## src/rtl/m_muldiv_seq_if.sv

```systemverilog
// m_muldiv_seq_if: control-side handshake between the decoder and the mul/div sequencer
interface m_muldiv_seq_if;
  logic start;
  logic stall;
  logic [2:0] func3;
  logic busy;
  logic done;
  modport master(output start, stall, func3, input busy, done);
  modport slave(input start, stall, func3, output busy, done);
endinterface

```

## src/rtl/m_muldiv_seq.sv

```systemverilog
// m_muldiv_seq: add/shift iteration sequencer driving the mul/div datapath
module m_muldiv_seq #(
  parameter int NITER = 32
) (
  input  logic             clk,
  input  logic             rst,
  m_muldiv_seq_if.slave    bus,
  input  logic             rs1_31,
  input  logic             rs2_31,
  input  logic             rs2_zero,
  input  logic             alu_carryout,
  output logic             use_dinx,
  output logic             ceM,
  output logic             cond_holdq,
  output logic             negate,
  output logic             divz
);
  localparam int CW = $clog2(NITER);
  typedef enum logic [2:0] {IDLE, PREP, ADD, SHIFT, FIX, DONE} state_t;
  state_t state, nxt;
  logic [CW-1:0] cnt;
  logic [2:0] f3;
  logic neg, last, step;
  assign last = cnt == CW'(NITER - 1);
  assign step = f3[2] ? state == ADD : state == SHIFT;
  // state register, frozen by stall
  always_ff @(posedge clk)
    if (rst) state <= IDLE;
    else if (!bus.stall) state <= nxt;
  // operation context: latched func3, sign fix-up, div-by-zero, iteration count
  always_ff @(posedge clk)
    if (rst) begin
      cnt  <= '0;
      f3   <= '0;
      neg  <= 1'b0;
      divz <= 1'b0;
    end else if (!bus.stall) begin
      if (state == IDLE && bus.start) begin
        f3   <= bus.func3;
        divz <= 1'b0;
      end
      if (state == PREP) begin
        divz <= rs2_zero & f3[2];
        neg  <= f3 == 3'b100 ? (rs1_31 ^ rs2_31) & ~rs2_zero :
                f3 == 3'b110 ? rs1_31 & ~rs2_zero : 1'b0;
      end
      if (step) cnt <= cnt + CW'(1);
    end
  // next state: MUL class pairs ADD->SHIFT, DIV class pairs SHIFT->ADD
  always_comb begin
    nxt = state;
    case (state)
      IDLE:    nxt = bus.start ? PREP : IDLE;
      PREP:    nxt = f3[2] ? SHIFT : ADD;
      ADD:     nxt = step && last ? (neg ? FIX : DONE) : SHIFT;
      SHIFT:   nxt = step && last ? (neg ? FIX : DONE) : ADD;
      FIX:     nxt = DONE;
      default: nxt = IDLE;
    endcase
  end
  // outputs decoded from state; cond_holdq also follows the live carry
  always_comb begin
    bus.busy   = state != IDLE;
    bus.done   = state == DONE;
    use_dinx   = state == PREP;
    ceM        = state == SHIFT;
    negate     = state == FIX;
    cond_holdq = state == ADD && f3[2] && !alu_carryout;
  end
endmodule
```

## src/flat_wrapper.sv

```systemverilog
// flat-port wrapper written by rule: the top's interface ports become plain ports
module m_muldiv_seq_flat 
#(
  parameter int NITER = 32
)
  (clk, rst, rs1_31, rs2_31, rs2_zero, alu_carryout, use_dinx, ceM, cond_holdq, negate, divz, bus_start, bus_stall, bus_func3, bus_busy, bus_done);
  m_muldiv_seq_if bus_i ();
  input  logic clk;
  input  logic rst;
  input  logic rs1_31;
  input  logic rs2_31;
  input  logic rs2_zero;
  input  logic alu_carryout;
  output logic use_dinx;
  output logic ceM;
  output logic cond_holdq;
  output logic negate;
  output logic divz;
  input wire logic [$bits(bus_i.start)-1:0] bus_start;
  input wire logic [$bits(bus_i.stall)-1:0] bus_stall;
  input wire logic [$bits(bus_i.func3)-1:0] bus_func3;
  output wire logic [$bits(bus_i.busy)-1:0] bus_busy;
  output wire logic [$bits(bus_i.done)-1:0] bus_done;
  assign bus_i.start = bus_start;
  assign bus_i.stall = bus_stall;
  assign bus_i.func3 = bus_func3;
  assign bus_busy = bus_i.busy;
  assign bus_done = bus_i.done;
  m_muldiv_seq #(.NITER(NITER)) u_core (.clk(clk), .rst(rst), .bus(bus_i), .rs1_31(rs1_31), .rs2_31(rs2_31), .rs2_zero(rs2_zero), .alu_carryout(alu_carryout), .use_dinx(use_dinx), .ceM(ceM), .cond_holdq(cond_holdq), .negate(negate), .divz(divz));
endmodule
```

## config.mk

```make
export PLATFORM = sky130hd
export DESIGN_NAME = m_muldiv_seq_flat
export DESIGN_NICKNAME = d
export VERILOG_FILES = /design/src/rtl/m_muldiv_seq_if.sv /design/src/rtl/m_muldiv_seq.sv /design/src/flat_wrapper.sv
export SDC_FILE = /design/constraint.sdc
export NUM_CORES = 1
export LEC_CHECK = 0
export CORE_MARGIN = 5
export CORE_UTILIZATION = 40
export CTS_CLUSTER_SIZE = 16
export DETAILED_ROUTE_END_ITERATION = 10
export PLACE_DENSITY = 0.73
export SETUP_SLACK_MARGIN = 0.02
export SLEW_MARGIN = 20
export SYNTH_ARGS = -nofsm -noshare
export SYNTH_HDL_FRONTEND = slang
export SYNTH_SLANG_ARGS = --single-unit
```

## constraint.sdc

```tcl
create_clock -name clk -period 1.8 [get_ports clk]
set_clock_uncertainty 0.2 [all_clocks]
set_input_delay 0.18 -clock clk [delete_from_list [all_inputs] [get_ports clk]]
set_output_delay 0.18 -clock clk [all_outputs]
set_load 0.005 [all_outputs]
```

# Word level (Yosys, flattened, before mapping)
# Cells that the tools add are included.
[totals] in_bits=11 reg_bits=13 word_cells=43
[classes] eq_ne=8 reduce_logical=12 addsub=1 bitwise=6 muxes=11
[ops] op="3-bit one-hot mux with 5 select lines" count=1
[ops] op="3-bit equality test (second input constant)" count=4
[ops] op="1-bit two-way mux" count=8
[ops] op="2-bit AND reduction" count=4
[ops] op="3-bit by 2-bit equality test with 1-bit output (second input constant)" count=2
[ops] op="3-bit two-way mux" count=2
[ops] op="5-bit by 1-bit adder with 5-bit output (second input constant)" count=1
[ops] op="5-bit equality test (second input constant)" count=1
[ops] op="1-bit logical AND" count=4
[ops] op="1-bit bitwise AND" count=3
[ops] op="3-bit by 1-bit equality test with 1-bit output (second input constant)" count=1
[ops] op="3-bit zero test" count=1
[ops] op="3-bit nonzero test" count=1
[ops] op="1-bit NOT" count=2
[ops] op="2-bit nonzero test" count=1
[ops] op="1-bit zero test" count=1
[ops] op="1-bit bitwise XOR" count=1

# Logic depth before layout (Yosys ltp)
# Gate-level depths: netlist of the first run.
[depth] word_depth=5 ltp_mapped=7

# Least setup slack after synthesis of the first run
# OpenSTA, ideal clock, no wires.
[synth_timing] kind="register -> register" start="register u_core.cnt[0]" end="register u_core.state[0]" required_time_ns=1.514 setup_time_ns=0.086 arrival_time_ns=1.282 slack_ns=0.233 synth_period_minus_slack_ns=1.567 stages_incl_launch_ff=7 cell_sequence="dfxtp_1 > ha_1 > and3_1 > ha_1 > a31oi_1 > o21ai_0 > a211oi_1"
[synth_between] elab_chain_cells=4 elab_cells_between_ends=5
[synth_rtl] element="start: declaration" line="m_muldiv_seq.sv:21" rtl="logic [CW-1:0] cnt;"
[synth_rtl] element="start signal: assignment" line="m_muldiv_seq.sv:47" rtl="if (step) cnt <= cnt + CW'(1);"
[synth_rtl] element="5-bit equality test (*)" line="m_muldiv_seq.sv:24" rtl="assign last = cnt == CW'(NITER - 1);"
[synth_rtl] element="1-bit logical AND (*)" line="m_muldiv_seq.sv:55, m_muldiv_seq.sv:56"
[synth_rtl] element="3-bit two-way mux (on tied branches)" line="m_muldiv_seq.sv:56, m_muldiv_seq.sv:55"
[synth_rtl] element="3-bit one-hot mux with 5 select lines (*)" line="m_muldiv_seq.sv:52" rtl="case (state)"
[synth_rtl] element="end signal: assignment" line="m_muldiv_seq.sv:29" rtl="else if (!bus.stall) state <= nxt;"
[synth_rtl] element="end: declaration" line="m_muldiv_seq.sv:20" rtl="state_t state, nxt;"
# Mark *: on every way between the ends. The rest lies on a longest branch, timed or not.
# A chain may end at the register's enable or synchronous reset.

# Worst setup path after layout of the first run
[layout_timing] start="register u_core.state[1]" end="output port ceM"
[layout_between] elab_chain_cells=1
[layout_rtl] element="3-bit by 2-bit equality test with 1-bit output" line="m_muldiv_seq.sv:66" rtl="ceM = state == SHIFT;"
[layout_rtl] element="end: declaration" line="flat_wrapper.sv:15" rtl="output logic ceM;"
# Every way passes these cells.

==> results.cfg, run 1 <==
[outcome]
run_status = completed

[clocking]
cts_tree = yes
h-tree-depth = 1
cts_buffers = 3
numClockSinks = 13
cts_root_buf = clkbuf_4
clk_pin_slew_ns = 0.08
hold_buffers = 0
worstSkewPairLatency_ns = 0.28
clockBufferDepth = 2

[yosys]
synth_area_leaders = dfxtp_1 37%, mux2i_1 9.9%, nor2_1 8.0%, xor2_1 3.7%, ha_1 3.6%
netlist_area_um2 = 704
synth.top_cell.area_share_pct = 36.9
synth-edff-count = 0
synth_seq_area_share_pct = 36.9
avgSynthCellArea_um2 = 8.59
yosys.cell_types.count = 30
synth_ff_type = dfxtp_1
netlist_instances = 82
synth_top_area_cell = dfxtp_1
ys_warn_count = 0
synth_seq_cells = 13
ys_async_sr_fraction_pct = 0
syn-num-nets = 95

[sta]
fmax_ghz = 0.583
setup_violations = 0
worst_pin_slew_ns = 0.341
post-route-period-util_pct = 95.2
setup_tns_ns = 0
slew_viol_final = 0
finalHoldViolCount = 0
slew_headroom_pct = 77.1
fin_crit_ns = 1.71
rsz0062_at_grt = yes

[global_route]
grt_max_degree = 9
grt_pass1_vias = 613
antenna_found_initial = 0
grt_use_total_pct = 13.1
grt_pass1_wl_mm = 2.64
overflow = 0

[die]
core_um2 = 1710
io_pins = 18
dieArea_um2 = 2700
die_x_um = 52.0
initial_utilization_pct = 41.2
rows = 15
fp.dieH_um = 52.0

[setup_path]
path_class = reg2out
r2r_cells = 6
critPathCaptureType = output port
crit_path_max_fanout = 5
rrSetupSlack_ns = 0.12
r2r_end = u_core.state[0]
worst_ep_required_time_ns = 1.42
crit_arrival_ns = 1.33
reg2reg_from = u_core.cnt[0]
critPathLaunchType = register

[routing]
route.detailed.drc = 0
firstDrtPassIters = 4
routed_wl_mm = 1.63
vias = 678
vias_per_cell = 4.95
postRouteAntennaNets = 0
wl_per_cell_um = 11.9
drtIter0Drc = 10

[layout]
final_common_cell = nor2_1
layout_common_cells = 14 x nor2_1, 13 x buf_4, 11 x clkdlybuf4s50_1
drive_gt1_share_pct = 26.8
nets = 126
syn_to_final_growth_pct = 49.2
fin_util_pct = 61.5
diodes = 0

[power]
power_frac_comb_pct = 21.4
power_leakage_nw = 0.479
p_switching_mw = 0.162
p_per_area_nw_per_um2 = 582
seqPwrFrac_pct = 49.1
switching_share_pct = 26.5
intPower_mw = 0.449
power.share.clock_pct = 29.5
ir_drop_mv = 0.575

[worst_hold_path]
worstHoldPathType = reg2reg
hold_path_depth = 2
worstHoldStart = u_core.neg
hold_end = u_core.neg

[placement]
gp_congestion = 0.811
dp.final_hpwl_mm = 1.22
io_buffers = 17

[flow_run]
drv_cap = 0
==> layout make-up <==
type | count | area (um^2)
Fill cell | 159 | 657
Multi-Input combinational cell | 62 | 450
Sequential cell | 13 | 269
Timing Repair Buffer | 30 | 262
Tap cell | 25 | 31.3
Clock buffer | 3 | 22.5
Inverter | 3 | 11.3
Clock inverter | 1 | 5.00
==> sequential cells by signal (all words and copies together) (netlist names) <==
name,count
u_core.cnt,5
u_core.f3,3
u_core.state,3
u_core.divz,1
u_core.neg,1
==> worst max-delay path, cell delays in order, from the launching register on <==
cell and delay [ns]:
dfxtp_4 0.37, nor2b_2 0.16, buf_4 0.13, and2_1 0.14, dlygate4sd2_1 0.25
==> per-layer routing <==
metal / GRT usage [%] / vias up / wire (um)
met3: 5.16 / 2 / 95
li1: - / 346 / -
met5: 0 / - / 0
met1: 15.5 / 312 / 699
met4: 2.62 / 0 / 12
met2: 22.2 / 18 / 819
==> stage by stage <==
stage | hold slack [ns] | setup WS [ns] | power [mW] | std cells | instance area (um^2)
after floorplan | 0.0585 | 0.233 | 0.362 | 82 | 704
after global placement | 0.272 | 0.0617 | 0.422 | 130 | 960
after detailed placement | 0.278 | -0.0323 | 0.424 | 130 | 960
after CTS | 0.289 | 0.0384 | 0.614 | 136 | 1030
after global routing | 0.332 | 0.00638 | 0.644 | 137 | 1050
final | 0.292 | 0.0855 | 0.611 | 137 | 1050
==> worst max path at each step <==
stage,to,cells after the start,start,slack [ns]
floorplan,u_core.state[0],6,u_core.cnt[0],0.23
global placement,cond_holdq,3,alu_carryout,0.06
detailed placement,cond_holdq,3,alu_carryout,-0.03
CTS,bus_busy,3,u_core.state[0],0.04
global route,u_core.state[0],6,u_core.cnt[0],0.006
finish,ceM,4,u_core.state[1],0.09
==> timing repair <==
item / CTS / global route
setup buffers: 2 / 1
endpoints found under the hold margin: 0 / 0
gates resized for setup: 15 / 6
pin swaps: 1 / 1
setup endpoints to repair: 6 / 4
==> logic make-up after synthesis <==
family	synth area share, %
AO/OA/AOI/OAI	9.06
XOR/XNOR	7.28
adder cells (fa/ha/maj)	3.55
buffers and inverters	4.62
flip-flops	36.9
multiplexers	9.95
AND/OR/NAND/NOR	28.6
==> cells in the mapped netlist (2+ instances only) <==
library cell,count
a31oi_1,3
and2_1,2
and3_1,2
buf_2,2
dfxtp_1,13
ha_1,2
inv_1,3
mux2i_1,7
nand3_1,2
nand4_1,3
nor2_1,15
nor2b_1,3
nor4_1,2
o21ai_0,5
xor2_1,3
==> power by group through the flow <==
stage / Combinational, mW / Sequential (mW) / Clock [mW]
2_1_floorplan: 0.0543 / 0.308 / 0
6_report: 0.131 / 0.300 / 0.180
5_1_grt: 0.142 / 0.301 / 0.202
4_1_cts: 0.125 / 0.300 / 0.189
3_5_place_dp: 0.117 / 0.306 / 0
3_3_place_gp: 0.117 / 0.306 / 0
No activity file was read; power rests on OpenSTA's default activity.
==> run 2, diff against run 1 <==
--- a/config.mk
+++ b/config.mk
@@ -10,6 +10,7 @@
 export CTS_CLUSTER_SIZE = 16
 export DETAILED_ROUTE_END_ITERATION = 10
 export PLACE_DENSITY = 0.73
+export RECOVER_POWER = 100
 export SETUP_SLACK_MARGIN = 0.02
 export SLEW_MARGIN = 20
 export SYNTH_ARGS = -nofsm -noshare
==> results.cfg, run 2 (synthesis gave the netlist of run 1 again) <==
[worst_hold_path]
worstHoldPathType = reg2reg

[sta]
finalHoldViolCount = 0
slew_headroom_pct = 77.1
rsz0062_at_grt = yes
slew_viol_final = 0
setup_violations = 0
worst_pin_slew_ns = 0.341
post-route-period-util_pct = 95.9
fin_crit_ns = 1.73
fmax_ghz = 0.579

[routing]
route.detailed.drc = 0
vias_per_cell = 4.93
routed_wl_mm = 1.62
wl_per_cell_um = 11.8
postRouteAntennaNets = 0
vias = 676
drtIter0Drc = 10
firstDrtPassIters = 4

[clocking]
worstSkewPairLatency_ns = 0.28
cts_buffers = 3
cts_root_buf = clkbuf_4
clk_pin_slew_ns = 0.08
hold_buffers = 0
clockBufferDepth = 2
cts_tree = yes
h-tree-depth = 1
numClockSinks = 13

[setup_path]
crit_arrival_ns = 1.35
critPathCaptureType = output port
path_buf_inv = 2
worst_ep_required_time_ns = 1.42
critPathLaunchType = register
crit_family = buffers and inverters
path_class = reg2out
crit_path_max_fanout = 5
cp_cell_sequence = nor2b_2, clkbuf_4, and2_1, dlygate4sd2_1
critical_path.max_stage_delay_ns = 0.37
critPathSlowestCell = dfxtp_4

[layout]
reg_top3 = u_core.cnt x5, u_core.f3 x3, u_core.state x3
fillers = 164
nets = 126
seq_area_um2 = 268
syn_to_final_growth_pct = 47.8
design_area_um2 = 1040
final_common_cell = nor2_1
diodes = 0
largest_register = u_core.cnt
largest_reg_flops = 5
multi_input_area_um2 = 450
fin_util_pct = 61.0
layout_common_cells = 14 x nor2_1, 10 x clkdlybuf4s50_1, 9 x buf_4, 9 x dfxtp_1, 7 x mux2i_1
drive_gt1_share_pct = 25.0

[die]
io_pins = 18
core_um2 = 1710
die_x_um = 52.0
dieArea_um2 = 2700
fp.dieH_um = 52.0
initial_utilization_pct = 41.2
rows = 15

[global_route]
grt_pass1_vias = 613
overflow = 0
grt_max_degree = 9
grt_use_total_pct = 13.1
grt_pass1_wl_mm = 2.64
antenna_found_initial = 0

[placement]
place_area_um2 = 960
io_buffers = 17
gp_congestion = 0.811
dp.final_hpwl_mm = 1.22

[power]
p_per_area_nw_per_um2 = 584
power_leakage_nw = 0.476
ir_drop_mv = 0.575

[outcome]
run_status = completed

[flow_run]
drv_cap = 0
-- run 2: cell count changes in the layout (fill, tap and decap cells not counted), sizes merged --
| cell | delta |
|---|---|
| clkdlybuf4s50 | -1 |
| clkbuf | +3 |
| dlygate4sd3 | +1 |
| buf | -3 |
-- run 2: final cells by class --
cell class	count	share of cell area [%]
clock buffers	3	2.16
clock inverters	1	0.481
well taps	25	3.00
inverters	3	1.08
multi-input cells	62	43.3
flip-flops and latches	13	25.7
repair buffers	30	24.3
-- run 2: worst min-delay path: stages, from the launching register on --
cell and delay, ns:
dfxtp_1 0.30, inv_1 0.07, o31ai_1 0.07
-- run 2: timing repair --
action                     4_1_cts  5_1_grt
pin swaps                        1        1
setup buffers                    2        1
gates resized for setup         15        6
setup endpoints to repair        6        4
-- run 2: metrics by stage --
| stage | std cells | setup TNS (ns) | setup slack, ns | total power [mW] | hold WS (ns) |
|---|---|---|---|---|---|
| floorplan | 82 | 0 | 0.233 | 0.362 | 0.0585 |
| global placement | 130 | 0 | 0.0617 | 0.422 | 0.272 |
| detailed placement | 130 | -0.0323 | -0.0323 | 0.424 | 0.278 |
| CTS | 136 | 0 | 0.0384 | 0.614 | 0.289 |
| global route | 137 | 0 | 0.00599 | 0.641 | 0.332 |
| finish | 137 | 0 | 0.0734 | 0.608 | 0.292 |
-- run 2: path summary, 6_finish.rpt --
check             slack (ns)             from  cells after the start               to
setup / recovery        0.07  u_core.state[1]                      4              ceM
hold / removal          0.29       u_core.neg                      2       u_core.neg
setup reg to reg        0.12    u_core.cnt[0]                      6  u_core.state[0]
hold reg to reg         0.29       u_core.neg                      2       u_core.neg
-- run 2: per-layer routing --
metal / vias up / routed length, um / track usage (%)
met2: 18 / 818 / 22.2
met3: 2 / 96 / 5.16
met1: 309 / 691 / 15.5
li1: 347 / - / -
met4: 0 / 12 / 2.62
met5: - / 0 / 0
-- run 2: power breakdown --
| part | leakage (nW) | switching, mW | internal, mW | total, mW |
|---|---|---|---|---|
| Combinational | 0.351 | 0.0580 | 0.0695 | 0.127 |
| Clock | 0.0177 | 0.0981 | 0.0825 | 0.181 |
| Sequential | 0.107 | 0.00544 | 0.295 | 0.300 |
| Total | 0.476 | 0.161 | 0.446 | 0.608 |
==> run 3, diff against run 2 <==
--- a/config.mk
+++ b/config.mk
@@ -9,7 +9,7 @@
 export CORE_UTILIZATION = 40
 export CTS_CLUSTER_SIZE = 16
 export DETAILED_ROUTE_END_ITERATION = 10
-export PLACE_DENSITY = 0.73
+export PLACE_DENSITY = 0.67
 export RECOVER_POWER = 100
 export SETUP_SLACK_MARGIN = 0.02
 export SLEW_MARGIN = 20
==> results.cfg, run 3 (synthesis gave the netlist of run 1 again) <==
[layout]
nets = 122
fin_util_pct = 58.6
largest_register = u_core.cnt
layout_common_cells = 14 x nor2_1, 10 x clkdlybuf4s50_1, 9 x dfxtp_1
seq_area_um2 = 270
design_area_um2 = 1000
largest_reg_flops = 5
drive_gt1_share_pct = 18.5
diodes = 0
reg_top3 = u_core.cnt x5, u_core.f3 x3, u_core.state x3
fillers = 169
multi_input_area_um2 = 428
syn_to_final_growth_pct = 42.1
final_common_cell = nor2_1

[power]
power_frac_comb_pct = 18.6
intPower_mw = 0.443
switching_share_pct = 26.2
p_total_mw = 0.600
p_switching_mw = 0.157
seqPwrFrac_pct = 50.5
power_leakage_nw = 0.487
p_per_area_nw_per_um2 = 599
power.share.clock_pct = 30.9
ir_drop_mv = 0.439

[routing]
postRouteAntennaNets = 0
routed_wl_mm = 1.52
firstDrtPassIters = 4
vias = 646
wl_per_cell_um = 11.5
route.detailed.drc = 0
drtIter0Drc = 6
vias_per_cell = 4.86

[sta]
hold_slack_ns = 0.281
setup_slack_ns = 0.103
worst_pin_slew_ns = 0.347
post-route-period-util_pct = 94.3
fin_crit_ns = 1.70
slew_viol_final = 0
fmax_ghz = 0.589
rsz0062_at_grt = no
slew_headroom_pct = 76.7
finalHoldViolCount = 0
setup_violations = 0

[worst_hold_path]
worstHoldStart = u_core.neg
worstHoldPathType = reg2reg

[setup_path]
path_class = reg2out
cp-startpoint = u_core.state[1]
crit_path_max_fanout = 6
worst_ep_required_time_ns = 1.42
critPathLaunchType = register
crit_arrival_ns = 1.32
reg2reg_from = u_core.cnt[0]
critPathCaptureType = output port

[die]
rows = 15
die_x_um = 52.0
io_pins = 18
fp.dieH_um = 52.0
core_um2 = 1710
initial_utilization_pct = 41.2
dieArea_um2 = 2700

[global_route]
grt_max_degree = 12
antenna_found_initial = 0
grt_pass1_vias = 537
overflow = 0
grt_pass1_wl_mm = 2.51
grt_use_total_pct = 13.0

[placement]
io_buffers = 17
dp.final_hpwl_mm = 1.13
gp_congestion = 0.797
place_area_um2 = 952
dp_slack_ns = 0.0595

[clocking]
cts_tree = yes
worstSkewPairLatency_ns = 0.27
cts_buffers = 3
h-tree-depth = 1
clockBufferDepth = 2
numClockSinks = 13
cts_root_buf = clkbuf_4
clk_pin_slew_ns = 0.09

[outcome]
run_status = completed

[flow_run]
drv_cap = 0
[run 3: power by group through the flow]
stage | registers, mW | clock network (mW) | logic (mW)
after floorplan | 0.308 | 0 | 0.0543
after global placement | 0.307 | 0 | 0.112
after detailed placement | 0.308 | 0 | 0.113
after CTS | 0.300 | 0.188 | 0.113
after global routing | 0.304 | 0.213 | 0.121
final | 0.303 | 0.185 | 0.112
[run 3: repair_timing]
item / CTS / global route
resized for setup: 13 / 10
endpoints found under the setup margin: 5 / 5
setup buffers: 0 / 0
hold buffers: 0 / 0
pin swaps: 0 / 1
[run 3: path summary, 6_finish.rpt]
kind / slack (ns) / endpoint / depth (start not counted)
min: 0.28 / u_core.neg / 2
min reg2reg: 0.28 / u_core.neg / 2
max: 0.10 / ceM / 4
max reg2reg: 0.15 / u_core.state[0] / 6
[run 3: per-stage QoR]
stage               instances  setup TNS [ns]
floorplan                  82               0
global placement          129               0
detailed placement        129               0
CTS                       133         -0.0198
global route              133               0
finish                    133               0
[run 3: area by class of cell]
type	instances	share of cell area, %
multi-input cells	62	42.7
inverters	3	1.13
repair buffers	26	23.4
flip-flops and latches	13	27.0
well taps	25	3.13
clock buffers	4	2.63
[run 3: worst max-delay path, cell delays in order, from the launching register on]
cell	delay [ns]
dfxtp_4	0.39
nor2b_1	0.17
clkbuf_4	0.16
and2_1	0.11
dlygate4sd2_1	0.22
[run 3: metal layers]
metal | global-route usage [%] | vias to the layer above | wire length, um
li1 | - | 341 | -
met1 | 16.8 | 291 | 711
met2 | 18.0 | 12 | 718
met3 | 4.01 | 2 | 72
met4 | 9.17 | 0 | 21
met5 | 0 | - | 0
